$ cat src/rtl/avalon_param_bank.sv
// Avalon-MM parameter bank with shadow/active double buffering.
// Software writes shadow copies and then requests a commit. The commit copies
// every shadow channel into its active copy at the same clock edge, either at
// the next engine frame_sync or immediately, so the engine never sees a mixed
// parameter set.
module avalon_param_bank #(
    parameter int NUM_CH = 8,
    parameter int DATA_W = 27,
    parameter int ADDR_W = 4
) (
    input  logic                     clk,
    input  logic                     reset_n,
    input  logic [ADDR_W-1:0]        address,
    input  logic                     chipselect,
    input  logic                     read,
    input  logic                     write_n,
    input  logic [31:0]              writedata,
    input  logic [3:0]               byteenable,
    output logic [31:0]              readdata,
    input  logic                     frame_sync,
    output logic [NUM_CH*DATA_W-1:0] param_out,
    output logic                     param_update,
    output logic                     irq
);

    localparam logic [ADDR_W-1:0] CTRL_ADDR = ADDR_W'(NUM_CH);
    localparam logic [ADDR_W-1:0] STAT_ADDR = ADDR_W'(NUM_CH + 1);

    // Expand the four byte enables into a per-bit mask over the channel width.
    function automatic logic [DATA_W-1:0] lane_mask(input logic [3:0] be);
        logic [DATA_W-1:0] m;
        for (int i = 0; i < DATA_W; i++) begin
            m[i] = be[i / 8];
        end
        return m;
    endfunction

    logic [DATA_W-1:0] r_shadow [NUM_CH];
    logic [DATA_W-1:0] r_active [NUM_CH];
    logic              r_commit_pending;
    logic              r_irq_en;
    logic              r_irq_flag;
    logic [15:0]       r_commit_cnt;
    logic              r_param_update;
    logic [31:0]       r_readdata;

    logic              w_wr;
    logic              w_rd;
    logic              w_ctrl_wr;
    logic              w_stat_wr;
    logic              w_imm_commit;
    logic              w_sync_commit;
    logic              w_commit;
    logic [DATA_W-1:0] w_mask;
    logic [31:0]       w_rd_mux;
    logic              w_unused_wdata;

    assign w_wr          = chipselect & ~write_n;
    assign w_rd          = chipselect & read;
    assign w_ctrl_wr     = w_wr & (address == CTRL_ADDR) & byteenable[0];
    assign w_stat_wr     = w_wr & (address == STAT_ADDR) & byteenable[0];
    assign w_imm_commit  = w_ctrl_wr & writedata[2];
    assign w_sync_commit = r_commit_pending & frame_sync;
    assign w_commit      = w_imm_commit | w_sync_commit;
    assign w_mask        = lane_mask(byteenable);
    // Data bits above the channel width are intentionally discarded.
    assign w_unused_wdata = &{1'b0, writedata};

    // Shadow registers: byte-lane masked software writes.
    always_ff @(posedge clk or negedge reset_n) begin
        if (!reset_n) begin
            for (int k = 0; k < NUM_CH; k++) begin
                r_shadow[k] <= {DATA_W{1'b0}};
            end
        end else begin
            for (int k = 0; k < NUM_CH; k++) begin
                if (w_wr && (address == ADDR_W'(k))) begin
                    r_shadow[k] <= (r_shadow[k] & ~w_mask) | (writedata[DATA_W-1:0] & w_mask);
                end else begin
                    r_shadow[k] <= r_shadow[k];
                end
            end
        end
    end

    // Active registers: atomic copy of all shadows on a commit (pre-write shadow values).
    always_ff @(posedge clk or negedge reset_n) begin
        if (!reset_n) begin
            for (int k = 0; k < NUM_CH; k++) begin
                r_active[k] <= {DATA_W{1'b0}};
            end
        end else if (w_commit) begin
            for (int k = 0; k < NUM_CH; k++) begin
                r_active[k] <= r_shadow[k];
            end
        end else begin
            for (int k = 0; k < NUM_CH; k++) begin
                r_active[k] <= r_active[k];
            end
        end
    end

    // Commit request, interrupt state, commit counter and update pulse.
    always_ff @(posedge clk or negedge reset_n) begin
        if (!reset_n) begin
            r_commit_pending <= 1'b0;
            r_irq_en         <= 1'b0;
            r_irq_flag       <= 1'b0;
            r_commit_cnt     <= 16'h0000;
            r_param_update   <= 1'b0;
        end else begin
            // Immediate commit consumes any request; a fresh arm outranks a frame_sync clear.
            if (w_imm_commit) begin
                r_commit_pending <= 1'b0;
            end else if (w_ctrl_wr && writedata[0]) begin
                r_commit_pending <= 1'b1;
            end else if (w_sync_commit) begin
                r_commit_pending <= 1'b0;
            end else begin
                r_commit_pending <= r_commit_pending;
            end

            if (w_ctrl_wr) begin
                r_irq_en <= writedata[1];
            end else begin
                r_irq_en <= r_irq_en;
            end

            // A commit setting the flag beats a concurrent software clear.
            if (w_commit) begin
                r_irq_flag <= 1'b1;
            end else if (w_stat_wr && writedata[0]) begin
                r_irq_flag <= 1'b0;
            end else begin
                r_irq_flag <= r_irq_flag;
            end

            if (w_commit) begin
                r_commit_cnt <= r_commit_cnt + 16'h0001;
            end else begin
                r_commit_cnt <= r_commit_cnt;
            end

            r_param_update <= w_commit;
        end
    end

    // Read mux over shadow channels, CTRL and STATUS; unmapped words read 0.
    always_comb begin
        w_rd_mux = 32'h0000_0000;
        if (address == CTRL_ADDR) begin
            w_rd_mux = {29'h0000_0000, 1'b0, r_irq_en, r_commit_pending};
        end else if (address == STAT_ADDR) begin
            w_rd_mux = {r_commit_cnt, 15'h0000, r_irq_flag};
        end else begin
            for (int k = 0; k < NUM_CH; k++) begin
                w_rd_mux = w_rd_mux | ((address == ADDR_W'(k)) ? 32'(r_shadow[k]) : 32'h0000_0000);
            end
        end
    end

    // Registered read data, latency one; held when no read is issued.
    always_ff @(posedge clk or negedge reset_n) begin
        if (!reset_n) begin
            r_readdata <= 32'h0000_0000;
        end else if (w_rd) begin
            r_readdata <= w_rd_mux;
        end else begin
            r_readdata <= r_readdata;
        end
    end

    for (genvar g = 0; g < NUM_CH; g++) begin : g_param_out
        assign param_out[g*DATA_W +: DATA_W] = r_active[g];
    end

    assign readdata     = r_readdata;
    assign param_update = r_param_update;
    assign irq          = r_irq_flag & r_irq_en;

endmodule

$ cat config.mk
export PLATFORM = sky130hd
export DESIGN_NAME = avalon_param_bank
export DESIGN_NICKNAME = d
export VERILOG_FILES = /design/src/rtl/avalon_param_bank.sv
export SDC_FILE = /design/constraint.sdc
export NUM_CORES = 1
export LEC_CHECK = 0
export CELL_PAD_IN_SITES_DETAIL_PLACEMENT = 1
export CELL_PAD_IN_SITES_GLOBAL_PLACEMENT = 1
export CORE_MARGIN = 2
export CORE_UTILIZATION = 40
export DETAILED_ROUTE_END_ITERATION = 16
export PLACE_DENSITY = 0.81
export SLEW_MARGIN = 20
export SYNTH_ARGS = -nofsm -noshare
export SYNTH_HDL_FRONTEND = slang
export SYNTH_SLANG_ARGS = --single-unit
$ cat constraint.sdc
create_clock -name clk -period 3.4 [get_ports clk]
set_clock_uncertainty 0.15 [all_clocks]
set_input_delay 0.34 -clock clk [delete_from_list [all_inputs] [get_ports clk]]
set_output_delay 0.34 -clock clk [all_outputs]
set_load 0.02 [all_outputs]
==> results of run 1 <==
through the flow:
stage / cell area, µm² / instances
floorplan: 20500 / 1848
global placement: 24300 / 2764
detailed placement: 24300 / 2764
CTS: 26100 / 2855
global route: 26100 / 2855
finish: 26100 / 2855
per-layer routing:
layer / vias up / global-route usage (%) / part of all wire (%)
li1: 6844 / - / -
met1: 8310 / 35.8 / 43
met2: 506 / 43.9 / 49
met3: 113 / 3.75 / 5.2
met4: 4 / 7.96 / 2.4
met5: - / 0 / 0.043
power breakdown:
part	internal, mW	switching (mW)
Clock	3.69	2.37
Combinational	0.774	0.880
Sequential	6.28	0.492
cell families after synthesis:
group | Yosys count | synth area share (%)
xor+xnor | 15 | 0.642
flops | 484 | 59.2
simple gates | 859 | 19.4
mux | 234 | 12.8
buf+inv | 98 | 2.46
compound gates | 157 | 5.41
fa+ha+maj | 1 | 0.0611
final cells by class:
type                            count  share of cell area (%)
Tap cell                          672                    3.22
Clock inverter                     22                    1.35
Timing Repair Buffer              341                    13.2
Multi-Input combinational cell   1266                    30.2
Clock buffer                       68                    5.59
Inverter                            2                  0.0479
Sequential cell                   484                    46.4
final timing paths:
kind,from,to,slack (ns),cells after the start
setup / recovery,chipselect,register,1.10,5
min in group clk,address[1],readdata[1]$_DFFE_PN0P_,0.29,3
setup reg to reg,r_commit_pending$_DFFE_PN0P_,param_out[73]$_DFFE_PN0P_,1.28,5
hold reg to reg,param_out[14]$_DFFE_PN0P_,param_out[14]$_DFFE_PN0P_,0.31,2
max in group asynchronous,reset_n,asynchronous set/reset pin,1.80,3
hold / removal,reset_n,asynchronous set/reset pin,0.19,2
cell usage after synthesis, types with 5 or more instances:
cell type / n
nand2_1: 685
xor2_1: 8
nor2_4: 20
nor2_2: 5
nor3b_1: 8
buf_2: 65
and3b_1: 6
nand3b_1: 15
a22o_1: 16
xnor2_1: 7
a21oi_1: 11
a211oi_1: 7
dfrtp_1: 484
nor2_1: 15
o21ai_0: 34
or3b_2: 5
nor3_1: 8
nand2_2: 8
nor2b_1: 5
nand3_1: 11
a22oi_1: 63
mux2i_1: 10
clkbuf_1: 18
nand4_1: 21
buf_4: 6
nor4b_4: 5
mux2_2: 223
==> flow_metrics.env, run 1 <==
export IMPL_status="finished clean"
export IMPL_synthArstFlopShare_pct=100
export IMPL_worstMarginPinSlew_ns=0.951
export IMPL_initial_core_util_pct=40.6
export IMPL_hpwl_mm=47.5
export IMPL_ys_flop_type="dfrtp_1"
export IMPL_fin_util_pct=51.9
export IMPL_crit_path_max_fanout=9
export IMPL_vias=15777
export IMPL_synth_area_per_cell_um2=11.1
export IMPL_fin_ws_ns=1.10
export IMPL_first_iter_violations=1023
export IMPL_critPathArrivalTime_ns=2.62
export IMPL_final_hold_viol_count=0
export IMPL_maxCapViolCount=0
export IMPL_endpoint_kind="register"
export IMPL_peakVddDrop_uv=359
export IMPL_syn2layout_area_growth_pct=27.7
export IMPL_syn_num_nets=1895
export IMPL_yosys_warnings=0
export IMPL_path_class="primary input to register"
export IMPL_core_area_um2=50400
export IMPL_placementRows=82
export IMPL_gp_congestion=0.840
export IMPL_grt_first_pass_wirelength_mm=107
export IMPL_cts_buffers=50
export IMPL_grt_total_usage_pct=26.4
export IMPL_ctsHoldBuffers=1
export IMPL_ctsResizeCount=0
export IMPL_crit_path_top_delay_cell="nor2_2"
export IMPL_critPathTopFamily="simple AND/OR/NAND/NOR gates"
export IMPL_syn_inst=1848
export IMPL_synth_cell_types=71
export IMPL_rsz0062_at_grt="false"
export IMPL_path_cells="clkdlybuf4s50_1 > and2b_1 > nand2_2 > nor2_2 > mux2_2"
export IMPL_finalSetupViolations=0
export IMPL_htree_levels=2
export IMPL_grt_pass1_vias=17233
export IMPL_hp_class="primary input to asynchronous set/reset pin"
export IMPL_synth_area_leaders="dfrtp_1 (59%), nand2_1 (13%), mux2_2 (12%)"
export IMPL_cts_setup_buffers=0
export IMPL_max_stage_delay_ns=0.58
export IMPL_wl_per_cell_um=24.5
export IMPL_clock_path_buffers=3
export IMPL_worstPathRequired_ns=3.72
export IMPL_period_share_pct=67.6
export IMPL_final_seq_area_um2=12100
export IMPL_grt_max_degree=95
export IMPL_final_cell_mix="nand2_1 (684), dfrtp_1 (484), clkdlybuf4s50_1 (285)"
export IMPL_ant_nets=0
export IMPL_synth_seq_area_share_pct=59.2
export IMPL_multi_input_area_um2=7900
export IMPL_max_slew_margin_pct=36.5
export IMPL_die_y_um=230
export IMPL_post_route_min_period_ns=2.30
export IMPL_die_w_um=230
export IMPL_overflow=0
export IMPL_num_nets_final=2192
export IMPL_startpoint_type="primary input"
export IMPL_clk_root_buffer_cell="clkbuf_16"
export IMPL_drc=0
export IMPL_fmax_mhz=435
export IMPL_drt_total_wl_mm=69.9
export IMPL_yosys_area_top_type="dfrtp_1"
export IMPL_fillers=5341
export IMPL_cts_sinks=484
export IMPL_final_common_cell="nand2_1"
export IMPL_ys_seq_elements=484
export IMPL_cts_tree="yes"
export IMPL_power_density_nw_per_um2=554
export IMPL_fin_total_pwr_mw=14.5
export IMPL_fin_setup_tns_ns=0
export IMPL_cts_clk_slew_worst_paths_ns=0.07
export IMPL_synth_edf_count=0
export IMPL_die_area_um2=53000
export IMPL_insertion_delay_ns=0.59
export IMPL_drt_pass1_iter_count=5
export IMPL_n_antenna_cell=0
export IMPL_viasPerCell=5.53
export IMPL_slew_violations=0
export IMPL_antenna_found_initial=2
export IMPL_leakage_nw=12.5
export IMPL_io_buffers=290
export IMPL_critPathBufInv=1
export IMPL_whs_ns=0.193
export IMPL_layout_drive_gt1_share_pct=19.5
export IMPL_netlist_area_um2=20500
export IMPL_synth_top_area_share_pct=59.2
export IMPL_ios=296
export IMPL_dpl_worst_slack_ns=0.573
Power figures use the tool's default switching activity.
==> inputs of run 2 (changes only) <==
Clock period 3.4 ns to 2.4 ns, I/O delays scaled along.
==> flow_metrics.env, run 2 (synthesized netlist as in run 1, its figures left out) <==
export IMPL_max_slew_margin_pct=38.6
export IMPL_grt_pass1_vias=17516
export IMPL_cts_tree="yes"
export IMPL_maxCapViolCount=0
export IMPL_r2r_end="r_commit_cnt[14]$_DFFE_PN0P_"
export IMPL_gp_congestion=0.864
export IMPL_clock_path_buffers=3
export IMPL_worstPathRequired_ns=2.01
export IMPL_peakVddDrop_uv=594
export IMPL_final_cell_mix="nand2_1 (684), dfrtp_1 (484), clkdlybuf4s50_1 (285)"
export IMPL_overflow=0
export IMPL_rsz0062_at_grt="false"
export IMPL_worstMarginPinSlew_ns=0.919
export IMPL_grt_total_usage_pct=26.8
export IMPL_antenna_found_initial=4
export IMPL_htree_levels=2
export IMPL_syn2layout_area_growth_pct=30.2
export IMPL_ios=296
export IMPL_fmax_mhz=446
export IMPL_fin_setup_tns_ns=0
export IMPL_placementRows=82
export IMPL_grt_first_pass_wirelength_mm=109
export IMPL_dpl_worst_slack_ns=-0.0782
export IMPL_reg2reg_depth=4
export IMPL_drc=0
export IMPL_slew_violations=0
export IMPL_status="finished clean"
export IMPL_cts_clk_slew_worst_paths_ns=0.06
export IMPL_viasPerCell=5.44
export IMPL_clk_root_buffer_cell="clkbuf_16"
export IMPL_cts_buffers=51
export IMPL_die_y_um=230
export IMPL_fillers=5276
export IMPL_insertion_delay_ns=0.60
export IMPL_hp_class="primary input to asynchronous set/reset pin"
export IMPL_die_area_um2=53000
export IMPL_io_buffers=290
export IMPL_startpoint_type="register"
export IMPL_ant_nets=0
export IMPL_rrSetupSlack_ns=0.54
export IMPL_hpwl_mm=49.5
export IMPL_grt_max_degree=72
export IMPL_power_density_nw_per_um2=745
export IMPL_drt_total_wl_mm=70.7
export IMPL_wl_per_cell_um=24.3
export IMPL_core_area_um2=50400
export IMPL_num_nets_final=2244
export IMPL_finalSetupViolations=0
export IMPL_multi_input_area_um2=7900
export IMPL_initial_core_util_pct=40.6
export IMPL_critPathArrivalTime_ns=1.85
export IMPL_first_iter_violations=1197
export IMPL_crit_path_max_fanout=3
export IMPL_cts_setup_buffers=0
export IMPL_fin_ws_ns=0.158
export IMPL_period_share_pct=93.4
export IMPL_drt_pass1_iter_count=5
export IMPL_leakage_nw=12.8
export IMPL_layout_drive_gt1_share_pct=21.1
export IMPL_cts_sinks=484
export IMPL_final_seq_area_um2=12100
export IMPL_endpoint_kind="primary output"
export IMPL_crit_reg2reg_launch="r_commit_cnt[0]$_DFFE_PN0P_"
export IMPL_vias=15805
export IMPL_post_route_min_period_ns=2.24
export IMPL_final_common_cell="nand2_1"
export IMPL_final_hold_viol_count=0
export IMPL_die_w_um=230
export IMPL_path_class="register to primary output"
## run 2: worst max-delay path, stage by stage, from the launching register on
cell and delay (ns):
dfrtp_1 0.39, and2_1 0.23, clkdlybuf4s50_1 0.64
## run 2: repair_timing
action                                  4_1_cts  5_1_grt
hold buffers                                  1        0
endpoints found under the setup margin        0        0
endpoints found under the hold margin       312        0
resized for setup                             0        0
## run 2: power breakdown
| part | leakage, nW | total [mW] | internal, mW | switching (mW) |
|---|---|---|---|---|
| logic | 5.37 | 2.42 | 1.15 | 1.27 |
| clock network | 0.814 | 7.84 | 4.52 | 3.32 |
| registers | 6.58 | 9.60 | 8.90 | 0.705 |
## run 2: final cells by class
class,count,share of cell area (%)
clock inverters,11,0.272
flip-flops and latches,484,45.4
diodes,1,0.00939
multi-input cells,1266,29.6
well taps,672,3.15
repair buffers,392,15.5
inverters,2,0.0469
clock buffers,79,5.94
## run 2: worst max path at each step
stage	start	end	cells after the start
finish	r_irq_flag$_DFFE_PN0P_	irq	2
global route	r_irq_flag$_DFFE_PN0P_	irq	2
CTS	r_irq_flag$_DFFE_PN0P_	irq	2
detailed placement	chipselect	register	6
global placement	chipselect	register	6
floorplan	address[2]	register	6
## run 2: per-layer routing
metal | share of wire (%) | global-route usage, % | vias to the layer above
li1 | - | - | 6956
met1 | 45 | 36.9 | 8283
met2 | 48 | 43.8 | 463
met3 | 5.2 | 4.90 | 99
met4 | 2.3 | 6.98 | 4
met5 | 0.047 | 0 | -
## run 2: per-stage QoR
stage	instances	util, %	area (µm²)	power (mW)	hold slack (ns)
CTS	2906	52.9	26700	20.0	0.0976
detailed placement	2815	49.6	25000	12.1	0.124
finish	2907	52.9	26700	19.9	0.0867
global route	2907	52.9	26700	20.6	0.121
global placement	2815	49.6	25000	12.0	0.110
floorplan	1848	-	20500	10.6	-0.206
==> inputs of run 3 (changes only) <==
Settings changed: ABC_AREA set to 1, CAP_MARGIN set to 20, PLACE_DENSITY 0.81 to 0.85, RECOVER_POWER set to 50.
==> flow_metrics.env, run 3 <==
export IMPL_drt_pass1_iter_count=5
export IMPL_die_y_um=228
export IMPL_first_iter_violations=1330
export IMPL_path_class="primary input to register"
export IMPL_grt_total_usage_pct=29.2
export IMPL_vias=18526
export IMPL_synth_cell_types=22
export IMPL_yosys_warnings=0
export IMPL_ys_flop_type="dfrtp_1"
export IMPL_hpwl_mm=53.6
export IMPL_num_nets_final=2804
export IMPL_ios=296
export IMPL_status="complete, but fails checks"
export IMPL_grt_pass1_vias=19908
export IMPL_drc=0
export IMPL_fmax_mhz=461
export IMPL_final_cell_mix="nand2_1 (1,117), dfrtp_1 (484), clkdlybuf4s50_1 (289)"
export IMPL_synth_seq_area_share_pct=60.5
export IMPL_htree_levels=2
export IMPL_maxCapViolCount=1
export IMPL_leakage_nw=13.1
export IMPL_whs_ns=0.261
export IMPL_max_slew_margin_pct=-6.93
export IMPL_peakVddDrop_uv=595
export IMPL_syn_num_nets=2455
export IMPL_core_area_um2=49800
export IMPL_die_w_um=228
export IMPL_placementRows=82
export IMPL_grt_first_pass_wirelength_mm=118
export IMPL_fin_setup_tns_ns=0
export IMPL_cts_tree="yes"
export IMPL_crit_path_frequent_cell="nand2_1"
export IMPL_max_stage_delay_ns=0.43
export IMPL_fin_ws_ns=0.230
export IMPL_clock_path_buffers=3
export IMPL_fillers=5845
export IMPL_dpl_worst_slack_ns=-0.122
export IMPL_n_antenna_cell=0
export IMPL_crit_path_top_delay_cell="clkdlybuf4s50_1"
export IMPL_clkPwrFrac_pct=35.2
export IMPL_syn2layout_area_growth_pct=31.0
export IMPL_synth_edf_count=0
export IMPL_finalSetupViolations=0
export IMPL_clk_root_buffer_cell="clkbuf_16"
export IMPL_fin_util_pct=52.7
export IMPL_die_area_um2=51900
export IMPL_dpl_cell_count=3374
export IMPL_critPathTopFamily="buffers and inverters"
export IMPL_place_area_um2=24700
export IMPL_ys_seq_elements=484
export IMPL_switching_share_pct=31.2
export IMPL_ant_nets=0
export IMPL_synth_area_per_cell_um2=8.32
export IMPL_critPathArrivalTime_ns=2.57
export IMPL_design_area_um2=26200
export IMPL_startpoint_type="primary input"
export IMPL_gp_congestion=0.896
export IMPL_insertion_delay_ns=0.63
export IMPL_switchingPower_mw=7.28
export IMPL_crit_path_max_fanout=7
export IMPL_ctsResizeCount=0
export IMPL_wl_per_cell_um=21.9
export IMPL_hp_class="primary input to register"
export IMPL_slew_violations=45
export IMPL_violations="max-capacitance violations, max-slew violations"
export IMPL_netlist_area_um2=20000
export IMPL_path_cells="clkdlybuf4s50_1 > clkbuf_1 > nor2_1 > clkbuf_1 > nand2_1 > clkbuf_1 > nand2_1 > inv_1 > nand3_1 > nand2_1 > nand2_1"
export IMPL_internal_power_mw=16.1
export IMPL_seqPwrFrac_pct=44.9
export IMPL_combPwrFrac_pct=19.9
export IMPL_synthArstFlopShare_pct=100
export IMPL_cts_sinks=484
export IMPL_antenna_found_initial=4
export IMPL_viasPerCell=5.35
export IMPL_initial_core_util_pct=40.3
export IMPL_yosys_area_top_type="dfrtp_1"
export IMPL_fin_total_pwr_mw=23.4
export IMPL_final_common_cell="nand2_1"
export IMPL_fin_cells=3465
export IMPL_io_buffers=290
export IMPL_critPathBufInv=5
export IMPL_period_share_pct=90.4
export IMPL_drt_total_wl_mm=75.9
export IMPL_endpoint_kind="register"
export IMPL_synth_common_cells="nand2_1 (1,116), dfrtp_1 (484), o21ai_0 (249)"
export IMPL_overflow=0
export IMPL_synth_top_area_share_pct=60.5
export IMPL_final_hold_viol_count=0
export IMPL_post_route_min_period_ns=2.17
export IMPL_grt_max_degree=92
export IMPL_worstPathRequired_ns=2.80
export IMPL_power_density_nw_per_um2=890
export IMPL_cts_clk_slew_worst_paths_ns=0.06
export IMPL_rsz0062_at_grt="false"
export IMPL_yosysMostFrequentCell="nand2_1"
export IMPL_layout_drive_gt1_share_pct=6.73
export IMPL_worstMarginPinSlew_ns=1.60
export IMPL_cts_buffers=52
export IMPL_syn_inst=2408
export IMPL_synth_area_leaders="dfrtp_1 (60%), nand2_1 (21%), o21ai_0 (6.2%)"
==> run 3: changes by cell type after synthesis, moves of 103 or more <==
cell and change:
nand2_1 +431, mux2_2 -223, o21ai_0 +215, nor2_1 +103, nand3_1 +111, inv_1 +107
==> run 3: repair_timing <==
| action | CTS | global route |
|---|---|---|
| hold endpoints to repair | 484 | 0 |
| setup buffers | 0 | 0 |
| hold buffers | 1 | 0 |
==> run 3: worst register-to-register path: stages, from the launching register on <==
cell,delay [ns]
dfrtp_1,0.44
ha_1,0.23
inv_1,0.09
nor3_1,0.43
nand3_1,0.13
nand2_1,0.09
nand2_1,0.06
nand2_1,0.05
nand2_1,0.04
==> run 3: final timing paths <==
check                                            start                            to  slack, ns  cells after the start
max                                         address[1]      readdata[24]$_DFFE_PN0P_       0.23                     11
min                                      writedata[24]                      register       0.26                      3
max reg2reg                r_commit_cnt[0]$_DFFE_PN0P_  r_commit_cnt[14]$_DFFE_PN0P_       0.58                      8
min reg2reg                 param_out[118]$_DFFE_PN0P_    param_out[118]$_DFFE_PN0P_       0.32                      2
max in group asynchronous                      reset_n      readdata[30]$_DFFE_PN0P_       0.34                      3
min in group asynchronous                      reset_n      readdata[28]$_DFFE_PN0P_       0.41                      2
==> run 3: kinds of logic after synthesis <==
family,after synthesis,synth area share [%]
AND/OR/NAND/NOR,1368,26.5
flip-flops,484,60.5
buffers and inverters,221,4.36
XOR/XNOR,9,0.394
multiplexers,1,0.0500
adder cells (fa/ha/maj),1,0.0625
AO/OA/AOI/OAI,324,8.13
==> run 3: power by group through the flow <==
stage / Clock (mW) / Sequential, mW / Combinational [mW]
3_3_place_gp: 0 / 10.5 / 4.46
6_report: 8.22 / 10.5 / 4.66
3_5_place_dp: 0 / 10.6 / 4.66
4_1_cts: 8.31 / 10.5 / 4.72
2_1_floorplan: 0 / 11.0 / 1.42
5_1_grt: 8.64 / 10.6 / 5.05
==> run 3: per-layer routing <==
metal  global-route usage, %  wire (µm)  vias to the layer above
met5                       0         61                        -
met4                    13.8       3550                        8
met3                    5.90       4640                      204
met2                    47.4      36100                      601
met1                    37.7      31600                     9427
li1                        -          -                     8286
==> run 3: final cells by class <==
type                    instances  area (µm²)  area share [%]
repair buffers                406        4080            15.6
well taps                     672         841            3.21
clock buffers                  75        1510            5.75
flip-flops and latches        484       12100            46.2
inverters                     110         420            1.60
clock inverters                15         211           0.806
multi-input cells            1703        7060            26.9
